### src/rtl/rb_fifo_pkg.sv
// Shared types for the ring-buffer FIFO reader.
// Holds the reader FSM state encoding and the default data MSB.
package rb_fifo_pkg;

  localparam int RB_MSBD = 3;

  typedef enum logic [1:0] {
    IDLE   = 2'd0,
    STREAM = 2'd1,
    DRAIN  = 2'd2
  } state_t;

endpackage

### src/rtl/rb_fifo_reader_if.sv
// Reader bus: FIFO consumer side plus the downstream valid/ready stream.
// master = reader (drives fifo_pop, out_*); slave = FIFO + sink side.
interface rb_fifo_reader_if #(
  parameter int MSBD = 3
);

  logic [MSBD:0] fifo_dout;
  logic          fifo_empty;
  logic          fifo_push;
  logic          fifo_pop;
  logic [MSBD:0] out_data;
  logic          out_valid;
  logic          out_ready;

  modport master (
    input  fifo_dout, fifo_empty, fifo_push, out_ready,
    output fifo_pop, out_data, out_valid
  );

  modport slave (
    output fifo_dout, fifo_empty, fifo_push, out_ready,
    input  fifo_pop, out_data, out_valid
  );

endinterface

### src/rtl/rb_skid2.sv
// Two-entry in-order buffer; e0 is always the oldest word.
// Ports: clock, rst, wr/wdata (push), rd (pop), rdata (head), occ.
module rb_skid2 #(
  parameter int MSBD = 3
) (
  input  logic          clock,
  input  logic          rst,
  input  logic          wr,
  input  logic [MSBD:0] wdata,
  input  logic          rd,
  output logic [MSBD:0] rdata,
  output logic [1:0]    occ
);

  logic [MSBD:0] e0;
  logic [MSBD:0] e1;

  assign rdata = e0;

  always_ff @(posedge clock) begin
    if (rst) begin
      e0  <= '0;
      e1  <= '0;
      occ <= '0;
    end else begin
      unique case ({wr, rd})
        2'b10: begin
          if (occ == 2'd0) e0 <= wdata;
          else             e1 <= wdata;
          if (occ != 2'd2) occ <= occ + 2'd1;
        end
        2'b01: begin
          e0 <= e1;
          if (occ != 2'd0) occ <= occ - 2'd1;
        end
        2'b11: begin
          // Full and both: survivor moves up, new word goes behind it.
          if (occ == 2'd2) begin
            e0 <= e1;
            e1 <= wdata;
          end else begin
            e0 <= wdata;
          end
        end
        default: ;
      endcase
    end
  end

endmodule

### src/rtl/rb_fifo_reader.sv
// Consumer-side controller: pops the FIFO head into a 2-entry skid
// buffer and re-presents it as a valid/ready stream.
// Ports: clock, rst, en, bus (reader_if.master), rd_count, busy.
module rb_fifo_reader
  import rb_fifo_pkg::*;
#(
  parameter int MSBD = RB_MSBD,
  parameter int CNTW = 8
) (
  input  logic            clock,
  input  logic            rst,
  input  logic            en,
  rb_fifo_reader_if.master bus,
  output logic [CNTW-1:0] rd_count,
  output logic            busy
);

  state_t        state;
  logic [1:0]    occ;
  logic [MSBD:0] head;
  logic          acc;
  logic          room;
  logic          pop;
  logic          active;

  assign acc    = bus.out_valid & bus.out_ready;
  assign room   = (occ < 2'd2) | acc;
  assign active = (state == STREAM) | (state == DRAIN);

  // The FIFO drops a pop that coincides with a push, so never
  // pop then or the captured word would be seen twice.
  assign pop = active & ~bus.fifo_empty & ~bus.fifo_push
             & room & ~rst;

  assign bus.fifo_pop  = pop;
  assign bus.out_valid = (occ != 2'd0);
  assign bus.out_data  = head;
  assign busy          = (state != IDLE);

  rb_skid2 #(.MSBD(MSBD)) u_skid (
    .clock (clock),
    .rst   (rst),
    .wr    (pop),
    .wdata (bus.fifo_dout),
    .rd    (acc),
    .rdata (head),
    .occ   (occ)
  );

  always_ff @(posedge clock) begin
    if (rst) begin
      state <= IDLE;
    end else begin
      unique case (state)
        IDLE:    if (en) state <= STREAM;
        STREAM:  if (!en) state <= DRAIN;
        DRAIN: begin
          if (en)                     state <= STREAM;
          else if (occ == 2'd0 && !pop) state <= IDLE;
        end
        default: state <= IDLE;
      endcase
    end
  end

  always_ff @(posedge clock) begin
    if (rst)      rd_count <= '0;
    else if (acc) rd_count <= rd_count + CNTW'(1);
  end

endmodule

### src/flat_wrapper.sv
// flat-port wrapper written by rule: the top's interface ports become plain ports
module rb_fifo_reader_flat import rb_fifo_pkg::*;
#(
  parameter int MSBD = RB_MSBD,
  parameter int CNTW = 8
)
  (clock, rst, en, rd_count, busy, bus_fifo_dout, bus_fifo_empty, bus_fifo_push, bus_out_ready, bus_fifo_pop, bus_out_data, bus_out_valid);
  rb_fifo_reader_if #(.MSBD(MSBD)) bus_i ();
  input  logic clock;
  input  logic rst;
  input  logic en;
  output logic [CNTW-1:0] rd_count;
  output logic busy;
  input wire logic [$bits(bus_i.fifo_dout)-1:0] bus_fifo_dout;
  input wire logic [$bits(bus_i.fifo_empty)-1:0] bus_fifo_empty;
  input wire logic [$bits(bus_i.fifo_push)-1:0] bus_fifo_push;
  input wire logic [$bits(bus_i.out_ready)-1:0] bus_out_ready;
  output wire logic [$bits(bus_i.fifo_pop)-1:0] bus_fifo_pop;
  output wire logic [$bits(bus_i.out_data)-1:0] bus_out_data;
  output wire logic [$bits(bus_i.out_valid)-1:0] bus_out_valid;
  assign bus_i.fifo_dout = bus_fifo_dout;
  assign bus_i.fifo_empty = bus_fifo_empty;
  assign bus_i.fifo_push = bus_fifo_push;
  assign bus_i.out_ready = bus_out_ready;
  assign bus_fifo_pop = bus_i.fifo_pop;
  assign bus_out_data = bus_i.out_data;
  assign bus_out_valid = bus_i.out_valid;
  rb_fifo_reader #(.MSBD(MSBD), .CNTW(CNTW)) u_core (.clock(clock), .rst(rst), .en(en), .bus(bus_i), .rd_count(rd_count), .busy(busy));
endmodule
### config.mk
export PLATFORM = sky130hd
export DESIGN_NAME = rb_fifo_reader_flat
export DESIGN_NICKNAME = d
export VERILOG_FILES = /design/src/rtl/rb_fifo_pkg.sv /design/src/rtl/rb_fifo_reader_if.sv /design/src/rtl/rb_skid2.sv /design/src/rtl/rb_fifo_reader.sv /design/src/flat_wrapper.sv
export SDC_FILE = /design/constraint.sdc
export NUM_CORES = 1
export LEC_CHECK = 0
export ABC_AREA = 1
export BUFFER_PORTS_ARGS = -buffer_cell sky130_fd_sc_hd__buf_2
export CAP_MARGIN = 25
export CORE_MARGIN = 2
export CORE_UTILIZATION = 43
export DETAILED_ROUTE_END_ITERATION = 8
export PLACE_DENSITY = 0.69
export SYNTH_ARGS = -nofsm -noshare
export SYNTH_HDL_FRONTEND = slang
export SYNTH_SLANG_ARGS = --single-unit
export TNS_END_PERCENT = 5
### constraint.sdc
create_clock -name clock -period 2 [get_ports clock]
set_input_delay 0.4 -clock clock [delete_from_list [all_inputs] [get_ports clock]]
set_output_delay 0.4 -clock clock [all_outputs]
set_load 0.03 [all_outputs]
==> summary.txt, run 1 <==
Status - finished, final reports clean
GRT Util Overall - 0.1693
IO Pins - 25
Hold Crit Start - rst
Max-cap viol count - 0
Seq/Total Area, Yosys - 0.3678
Largest net degree at the start of global routing - 18
Critical path's top delay family - flip-flops
Tmin final - 1.895 ns
Hold path cells - 2
CP most frequent cell - inv_2
FF/Latch Area - 402.9 µm²
Drt wl/cell - 10.65 µm
Die area - 2950 µm²
Worst EP required - 1.60 ns
Antenna violations before repair - 0
Reg-to-reg setup timing slack - 0.38 ns
Slew @ Worst Pin - 0.4888 ns
Power density over the cells - 873.2 nW/µm²
Clock Tree Buf Depth - 2
Global-route wire length before repair - 3.663 mm
Die width - 54.32 µm
Hold slack final - 0.3076 ns
Total power draw - 1.162 mW
Cells after synthesis - 156
Setup ws final - 0.1047 ns
Initial DRC count - 25
Port Buffer Count - 24
Share of cells above drive strength 1 - 0.2796
Core area - 2432 µm²
Count of pins over their slew limit - 0
Worst R2R Start - u_core.state[1]$_SDFFE_PP0P_
Design Area, Final - 1331 µm²
Final hold violation count - 0
Dpl ws - 0.1367 ns
DP HPWL - 1.706 mm
Startpoint types - register
P&R area growth vs syn - 22.30%
Synthesis Warnings - 0
Max Fanout on Critical Path - 3
TritonCTS clock tree - built
Clk slew on worst S/H paths - 0.11 ns
Num CTS Buffers - 3
Die Span Y - 54.32 µm
Clock Skew - 0.008279 ns
#FFs+latches synth - 20
Post-Place Cell Area - 1230 µm²
Hold EP - u_core.rd_count[6]$_SDFFE_PP0P_
Placer Congestion - 0.7250
Clock sinks - 20
RSZ-0062 raised after global routing - false
CP peak stage delay - 0.35 ns
Cells after DPL - 208
Antenna Nets Post-Route - 0
Synth area leaders - dfxtp_1 37%, nand2_1 10%, nor2_1 9.7%
Worst flop-to-flop path endpoint - u_core.u_skid.rdata[1]$_SDFFE_PP0P_
GRT Residual Overflow - 0
Syn_area_per_cell - 6.978 µm²
Crit-path cells - inv_2 > ha_1 > inv_1 > nor2_2 > nand2_2 > inv_2 > nand2_4 > inv_2 > buf_6
Clk root buf - clkbuf_4
# nets final - 203
Vias in the first global route - 927
Fin util - 0.5473
Period Utilization, post-route - 0.9477
Vias/cell - 4.880
Critical path class - reg -> out
Reg2Reg Depth - 10
Worst Path Buf+Inv - 5
DRC Markers - 0
Final cell count without fillers - 216
CTS H-tree depth - 1
Slew margin rel. - 0.6738
Cell type with the largest total area after synthesis - dfxtp_1
Post-synth top area share - 0.3678
Post-Route WL - 2.301 mm
Detailed-router iteration count before antenna repair - 4
Worst-skew pair later-pin latency - 0.31 ns
Worst setup EP type - output pin
Highest ir drop seen on vdd - 0.0005165 V
Synth cell types - 21
Hold/Removal Path Class - in -> reg
Area of the multi-input gates - 600.6 µm²
CP max stage cell - dfxtp_2
Post-Syn Nets - 172
# hold bufs at CTS - 0
Peak Freq - 527.6 MHz
Initial core utilization - 0.4475
Number of fill cells - 250
Antenna diodes - 0
Vias - 1054
Final setup TNS - 0 ns
Core Rows - 18
Leakage power total - 0.6737 nW
Setup violators final - 0
CP arrival - 1.50 ns
Cell Area, Synth - 1089 µm²
## cell usage in the layout (no fill, tap or decap), drive strengths merged
cell type / netlist / routed
o21ai: 13 / 13
bufinv: 0 / 1
clkbuf: 0 / 3
dfxtp: 20 / 20
nor2: 32 / 32
a31oi: 1 / 1
nand3: 11 / 11
nor3: 2 / 2
nand4: 3 / 3
buf: 2 / 28
ha: 6 / 6
inv: 21 / 21
nand2: 34 / 34
a21oi: 11 / 11
## how the worst max path moves through the flow
| stage | from | end | cells past startpoint |
|---|---|---|---|
| floorplan | u_core.state[0]$_SDFFE_PP0P_ | bus_fifo_pop | 8 |
| global placement | u_core.state[0]$_SDFFE_PP0P_ | bus_fifo_pop | 9 |
| detailed placement | u_core.state[0]$_SDFFE_PP0P_ | bus_fifo_pop | 9 |
| CTS | u_core.state[1]$_SDFFE_PP0P_ | bus_fifo_pop | 9 |
| global route | u_core.state[1]$_SDFFE_PP0P_ | bus_fifo_pop | 9 |
| finish | u_core.state[1]$_SDFFE_PP0P_ | bus_fifo_pop | 9 |
## routing by layer
layer | vias to the layer above | wire (µm) | GRT usage
li1 | 555 | - | -
met2 | 26 | 1066 | 0.3012
met4 | 0 | 21 | 0.03750
met3 | 4 | 102 | 0.04918
met5 | - | 0 | 0
met1 | 469 | 1111 | 0.1997
## state kept, by name (all words and copies together), names as in the netlist
register,count
u_core.rd_count,8
u_core.state,2
u_core.u_skid.e1,4
u_core.u_skid.occ,2
u_core.u_skid.rdata,4
## cell families (layout without fill, tap and decap cells)
group           count (synthesis)  in the layout  synth area share
compound gates                 25             25            0.1264
fa+ha+maj                       6              6           0.06896
buf+inv                        23             53           0.08965
flops                          20             20            0.3678
simple gates                   82             82            0.3471
## worst register-to-register path, delay by kind of cell, from the launching register on
family	cells	cell delay (ns)
AOI/OAI and AO/OA	2	0.36
and+or+nand+nor	4	0.33
adders and majority gates	1	0.26
DFF	1	0.35
buffers and inverters	3	0.25
## power breakdown
part / switching, mW / internal (mW)
Combinational: 0.239 / 0.128
Clock: 0.129 / 0.203
Sequential: 0.0259 / 0.437
## what timing repair did
action,CTS,global route
pin swaps,0,1
resized for setup,4,7
buffers inserted,3,1
setup endpoints to repair,1,1
## final cells by class
cell class | instances | area share
sequential | 20 | 0.3026
clock buffer | 3 | 0.01692
timing repair buffer | 28 | 0.1175
inverter | 21 | 0.06109
multi-input combinational | 113 | 0.4511
tap | 30 | 0.02820
clock inverter | 1 | 0.02256
## cell usage after synthesis
cell,number
a21oi_1,10
a21oi_4,1
a31oi_1,1
buf_2,1
buf_6,1
dfxtp_1,20
ha_1,6
inv_1,19
inv_2,1
inv_4,1
nand2_1,30
nand2_2,3
nand2_4,1
nand3_1,11
nand4_1,3
nor2_1,28
nor2_2,2
nor2_4,2
nor3_1,1
nor3_4,1
o21ai_0,13
Power figures use the tool's default switching activity.
==> run 2: changes to the inputs <==
==> constraint.sdc (replaced) <==
create_clock -name clock -period 2.4 [get_ports clock]
set_input_delay 0.48 -clock clock [delete_from_list [all_inputs] [get_ports clock]]
set_output_delay 0.48 -clock clock [all_outputs]
set_load 0.03 [all_outputs]
==> run 2 against run 1 <==
  * Clock skew increased by 0.0034 ns
  * First-iteration DRC count decreased by 16%
  * Critical path type unchanged
  * Largest cell class unchanged
  * Largest power group unchanged
  * Wire length increased by 2.7%
  * Combinational power decreased by 25%
  * Critical endpoint unchanged
  * Flip-flop and latch count unchanged
==> summary.txt, run 2 (same netlist as run 1, synthesis figures left out) <==
# Post-CTS Setup Buffers - 0 (was 3)
Max FFs per register - 8 (unchanged)
Core Rows - 18 (unchanged)
Post-Place Cell Area - 1230 µm² (unchanged)
Die width - 54.32 µm (unchanged)
Initial DRC count - 21 (was 25)
Initial core utilization - 0.4475 (unchanged)
Antenna violations before repair - 0 (unchanged)
Placer Congestion - 0.7601 (was 0.7250)
Hold/Removal Path Class - in -> reg (unchanged)
Count of pins over their slew limit - 0 (unchanged)
Largest net degree at the start of global routing - 18 (unchanged)
Port Buffer Count - 24 (unchanged)
Post-Route WL - 2.362 mm (was 2.301 mm)
Max Fanout on Critical Path - 5 (was 3)
Power density over the cells - 732.2 nW/µm² (was 873.2 nW/µm²)
TritonCTS clock tree - built (unchanged)
Vias in the first global route - 900 (was 927)
Clock Skew - 0.01170 ns (was 0.008279 ns)
Clock sinks - 20 (unchanged)
Worst setup EP type - output pin (unchanged)
Critical path class - reg -> out (unchanged)
CTS H-tree depth - 1 (unchanged)
Period Utilization, post-route - 0.9196
Peak Freq - 453.1 MHz
Setup violators final - 0 (unchanged)
DRC Markers - 0 (unchanged)
RSZ-0062 raised after global routing - false (unchanged)
Detailed-router iteration count before antenna repair - 4 (unchanged)
Core area - 2432 µm² (unchanged)
Dpl ws - 0.4101 ns (was 0.1367 ns)
IO Pins - 25 (unchanged)
Setup ws final - 0.1929 ns (was 0.1047 ns)
Share of cells above drive strength 1 - 0.2363 (was 0.2796)
Hold slack final - 0.3820 ns (was 0.3076 ns)
Drt wl/cell - 11.14 µm (was 10.65 µm)
Die area - 2950 µm² (unchanged)
Leakage power total - 0.6580 nW (was 0.6737 nW)
Global-route wire length before repair - 3.712 mm (was 3.663 mm)
Die Span Y - 54.32 µm (unchanged)
GRT Util Overall - 0.1783 (was 0.1693)
Max-cap viol count - 0 (unchanged)
CP arrival - 1.73 ns (was 1.50 ns)
Final setup TNS - 0 ns (unchanged)
# nets final - 199 (was 203)
Vias/cell - 4.892 (was 4.880)
Most flops, register - u_core.rd_count (unchanged)
Antenna Nets Post-Route - 0 (unchanged)
CP most frequent cell - inv_1 (was inv_2)
Commonest non-fill, non-tap cell in the layout - nand2_1 (unchanged)
Cells after DPL - 208 (unchanged)
Design Area, Final - 1287 µm² (was 1331 µm²)
Startpoint types - register (unchanged)
DP HPWL - 1.736 mm (was 1.706 mm)
Clock Tree Buf Depth - 2 (unchanged)
Num CTS Buffers - 3 (unchanged)
Clk slew on worst S/H paths - 0.12 ns (was 0.11 ns)
Final hold violation count - 0 (unchanged)
Tmin final - 2.207 ns
GRT Residual Overflow - 0 (unchanged)
Clk root buf - clkbuf_4 (unchanged)
Slew @ Worst Pin - 0.4665 ns (was 0.4888 ns)
Most frequent cells in the layout - 30 x nand2_1, 27 x nor2_1, 24 x buf_2 (was 29 x nand2_1, 27 x nor2_1, 23 x buf_2)
Final cell count without fillers - 212 (was 216)
Antenna diodes - 0 (unchanged)
Crit-path cells - inv_1 > ha_1 > inv_1 > nor2_2 > nand2_2 > inv_1 > nand2_1 > inv_1 > buf_2 (was inv_2 > ha_1 > inv_1 > nor2_2 > nand2_2 > inv_2 > nand2_4 > inv_2 > buf_6)
Slew margin rel. - 0.6886 (was 0.6738)
CP peak stage delay - 0.37 ns (was 0.35 ns)
CP max stage cell - dfxtp_2 (unchanged)
Status - finished, final reports clean (unchanged)
Worst-skew pair later-pin latency - 0.31 ns (about the same)
Vias - 1037 (was 1054)
P&R area growth vs syn - 18.28% (was 22.30%)
# hold bufs at CTS - 0 (unchanged)
Highest ir drop seen on vdd - 0.0003977 V (was 0.0005165 V)
Worst EP required - 1.92 ns (was 1.60 ns)
[run 2: timing repair]
| action | in CTS | in global routing |
|---|---|---|
| endpoints found under the hold margin | 0 | 0 |
| endpoints found under the setup margin | 0 | 1 |
| resized for setup | 0 | 3 |
[run 2: where the power goes]
group / internal [mW] / switching (mW) / leakage [nW] / total (mW)
sequential: 0.365 / 0.0263 / 0.163 / 0.391
combinational: 0.0863 / 0.188 / 0.467 / 0.274
clock: 0.169 / 0.109 / 0.0279 / 0.277
[run 2: worst max-delay path, delay by kind of cell, from the launching register on]
kind / cells / cell delay (ns)
simple gates: 3 / 0.31
fa+ha+maj: 1 / 0.28
flops: 1 / 0.37
buf+inv: 5 / 0.46
[run 2: routing by layer]
metal | vias up | GRT usage | wire length, µm
li1 | 551 | - | -
met1 | 463 | 0.1940 | 1058
met2 | 19 | 0.3213 | 1177
met3 | 4 | 0.03279 | 75
met4 | 0 | 0.1000 | 51
met5 | - | 0 | 0
[run 2: layout make-up]
type | instances | area (µm²)
Clock inverter | 1 | 30.03
Clock buffer | 3 | 22.52
Tap cell | 30 | 37.54
Fill cell | 255 | 1145
Multi-Input combinational cell | 113 | 593.1
Timing Repair Buffer | 24 | 120.1
Sequential cell | 20 | 402.9
Inverter | 21 | 81.33
[run 2: worst paths after layout]
check	start	endpoint	slack, ns	depth (start not counted)
min	rst	u_core.rd_count[6]$_SDFFE_PP0P_	0.38	2
max	u_core.state[1]$_SDFFE_PP0P_	bus_fifo_pop	0.19	9
min reg2reg	u_core.rd_count[5]$_SDFFE_PP0P_	u_core.rd_count[5]$_SDFFE_PP0P_	0.48	2
max reg2reg	u_core.state[1]$_SDFFE_PP0P_	u_core.u_skid.e1[0]$_SDFFE_PP0P_	0.75	9
[run 2: per-stage QoR]
stage          power (mW)    util
2_1_floorplan      0.5974       -
3_3_place_gp       0.6588  0.5057
3_5_place_dp       0.6686  0.5057
4_1_cts            0.9480  0.5273
5_1_grt             1.002  0.5293
6_report           0.9427  0.5293
==> run 3: changes to the inputs <==
--- a/config.mk
+++ b/config.mk
@@ -8,10 +8,10 @@
 export ABC_AREA = 1
 export BUFFER_PORTS_ARGS = -buffer_cell sky130_fd_sc_hd__buf_2
 export CAP_MARGIN = 25
-export CORE_MARGIN = 2
+export CORE_MARGIN = 3
 export CORE_UTILIZATION = 43
 export DETAILED_ROUTE_END_ITERATION = 8
-export PLACE_DENSITY = 0.69
+export PLACE_DENSITY = 0.66
 export SYNTH_ARGS = -nofsm -noshare
 export SYNTH_HDL_FRONTEND = slang
 export SYNTH_SLANG_ARGS = --single-unit
==> run 3 against run 2 <==
  * Combinational power barely moved
  * Clock power barely moved
  * Non-clock buffer count did not move
  * Register-to-register slack barely moved
  * Wire length fell by 1.2%
  * Worst hold slack got worse by 0.0083 ns
  * Sequential share of layout area rose by 0.061 points
  * Global-route usage fell by 2.0 points
  * Critical path depth did not move
==> summary.txt, run 3 (same netlist as run 1, synthesis figures left out) <==
Routed wl met3 - 105 µm (was 75 µm)
# nets final - 199 (unchanged)
Vias/cell - 4.933 (was 4.892)
Initial DRC count - 17 (was 21)
Max Fanout on Critical Path - 5 (unchanged)
Reg2Reg Depth - 10 (was 9)
Setup ws final - 0.1501 ns (was 0.1929 ns)
Hold/Removal Path Class - in -> reg (unchanged)
Clk slew on worst S/H paths - 0.12 ns (about the same)
Num CTS Buffers - 3 (unchanged)
Top Layer Used - met4 (unchanged)
Hold Crit Start - rst (unchanged)
Share of cells above drive strength 1 - 0.2308 (was 0.2363)
Antenna Nets Post-Route - 0 (unchanged)
Setup violators final - 0 (unchanged)
Fin util - 0.5594 (was 0.5293)
Clk root buf - clkbuf_4 (unchanged)
Slew margin rel. - 0.6807 (was 0.6886)
Hold slack final - 0.3737 ns (was 0.3820 ns)
# Post-CTS Setup Buffers - 0 (unchanged)
Leakage power total - 0.6575 nW (was 0.6580 nW)
IO Pins - 25 (unchanged)
Max FFs per register - 8 (unchanged)
Final hold violation count - 0 (unchanged)
Final setup TNS - 0 ns (unchanged)
Vias - 1036 (was 1037)
Worst R2R Start - u_core.state[0]$_SDFFE_PP0P_ (was u_core.state[1]$_SDFFE_PP0P_)
Clock sinks - 20 (unchanged)
Antenna violations before repair - 0 (unchanged)
Design Area, Final - 1285 µm² (was 1287 µm²)
Worst setup EP type - output pin (unchanged)
DRC Markers - 0 (unchanged)
GRT Residual Overflow - 0 (unchanged)
Metal-1 WL - 1.078 mm (was 1.058 mm)
Metal2 WL - 1.096 mm (was 1.177 mm)
P&R area growth vs syn - 18.05% (was 18.28%)
Die Span Y - 56.32 µm (was 54.32 µm)
Worst EP required - 1.92 ns (about the same)
Worst Setup SP - u_core.state[0]$_SDFFE_PP0P_ (was u_core.state[1]$_SDFFE_PP0P_)
CP arrival - 1.77 ns (was 1.73 ns)
Die area - 3171 µm² (was 2950 µm²)
Slew @ Worst Pin - 0.4785 ns (was 0.4665 ns)
Most flops, register - u_core.rd_count (unchanged)
Highest ir drop seen on vdd - 0.0005140 V (was 0.0003977 V)
Tmin final - 2.250 ns (was 2.207 ns)
Vias in the first global route - 994 (was 900)
Most frequent cells in the layout - 30 x nand2_1, 28 x nor2_1, 23 x buf_2 (was 30 x nand2_1, 27 x nor2_1, 24 x buf_2)
Cells after DPL - 206 (was 208)
Die width - 56.32 µm (was 54.32 µm)
Core area - 2297 µm² (was 2432 µm²)
Count of pins over their slew limit - 0 (unchanged)
Dpl ws - 0.4577 ns (was 0.4101 ns)
Drt wl/cell - 11.11 µm (was 11.14 µm)
Port Buffer Count - 24 (unchanged)
Placer Congestion - 0.8615 (was 0.7601)
Detailed-router iteration count before antenna repair - 4 (unchanged)
GRT Util Overall - 0.1586 (was 0.1783)
Max-cap viol count - 0 (unchanged)
Total power draw - 0.9408 mW (was 0.9427 mW)
Core Rows - 17 (was 18)
Antenna diodes - 0 (unchanged)
Post-Place Cell Area - 1227 µm² (was 1230 µm²)
Period Utilization, post-route - 0.9375 (was 0.9196)
Hold path cells - 2 (unchanged)
DP HPWL - 1.748 mm (was 1.736 mm)
TritonCTS clock tree - built (unchanged)
Status - finished, final reports clean (unchanged)
Largest net degree at the start of global routing - 18 (unchanged)
Clock Tree Buf Depth - 2 (unchanged)
Critical path class - reg -> out (unchanged)
Post-Route WL - 2.333 mm (was 2.362 mm)
CTS H-tree depth - 1 (unchanged)
Power density over the cells - 732.1 nW/µm² (was 732.2 nW/µm²)
Peak Freq - 444.5 MHz (was 453.1 MHz)
Commonest non-fill, non-tap cell in the layout - nand2_1 (unchanged)
Worst-skew pair later-pin latency - 0.31 ns (about the same)
Global-route wire length before repair - 4.071 mm (was 3.712 mm)
Startpoint types - register (unchanged)
Final cell count without fillers - 210 (was 212)
Clock Skew - 0.006915 ns (was 0.01170 ns)
Initial core utilization - 0.4739 (was 0.4475)
RSZ-0062 raised after global routing - false (unchanged)
-- run 3: worst paths after layout --
kind	end	slack, ns
hold reg to reg	u_core.rd_count[5]$_SDFFE_PP0P_	0.48
hold / removal	u_core.rd_count[6]$_SDFFE_PP0P_	0.37
setup reg to reg	u_core.u_skid.e1[3]$_SDFFE_PP0P_	0.75
setup / recovery	bus_fifo_pop	0.15
-- run 3: final cells by class --
cell class,count,area [µm²]
multi-input cells,113,590.6
fillers,260,1012
well taps,28,35.03
flip-flops and latches,20,402.9
clock buffers,3,22.52
inverters,21,81.33
repair buffers,24,122.6
clock inverters,1,30.03
-- run 3: per-layer routing --
layer | global-route usage | vias up
li1 | - | 548
met5 | 0 | -
met3 | 0.03448 | 5
met2 | 0.2788 | 17
met4 | 0.08136 | 0
met1 | 0.1779 | 466
-- run 3: timing repair --
item	in CTS	in global routing
hold buffers	0	0
endpoints found under the setup margin	0	1
gates resized for setup	0	3
-- run 3: critical path: stages, from the launching register on --
cell	delay [ns]
dfxtp_2	0.37
inv_1	0.08
ha_1	0.28
inv_1	0.04
nor2_1	0.14
nand2_2	0.12
inv_1	0.11
nand2_1	0.09
inv_1	0.06
clkbuf_4	0.18
-- run 3: power breakdown --
group / internal (mW) / switching (mW) / leakage, nW
registers: 0.364 / 0.0238 / 0.163
logic: 0.0860 / 0.187 / 0.467
clock network: 0.169 / 0.111 / 0.0279
total: 0.619 / 0.321 / 0.658
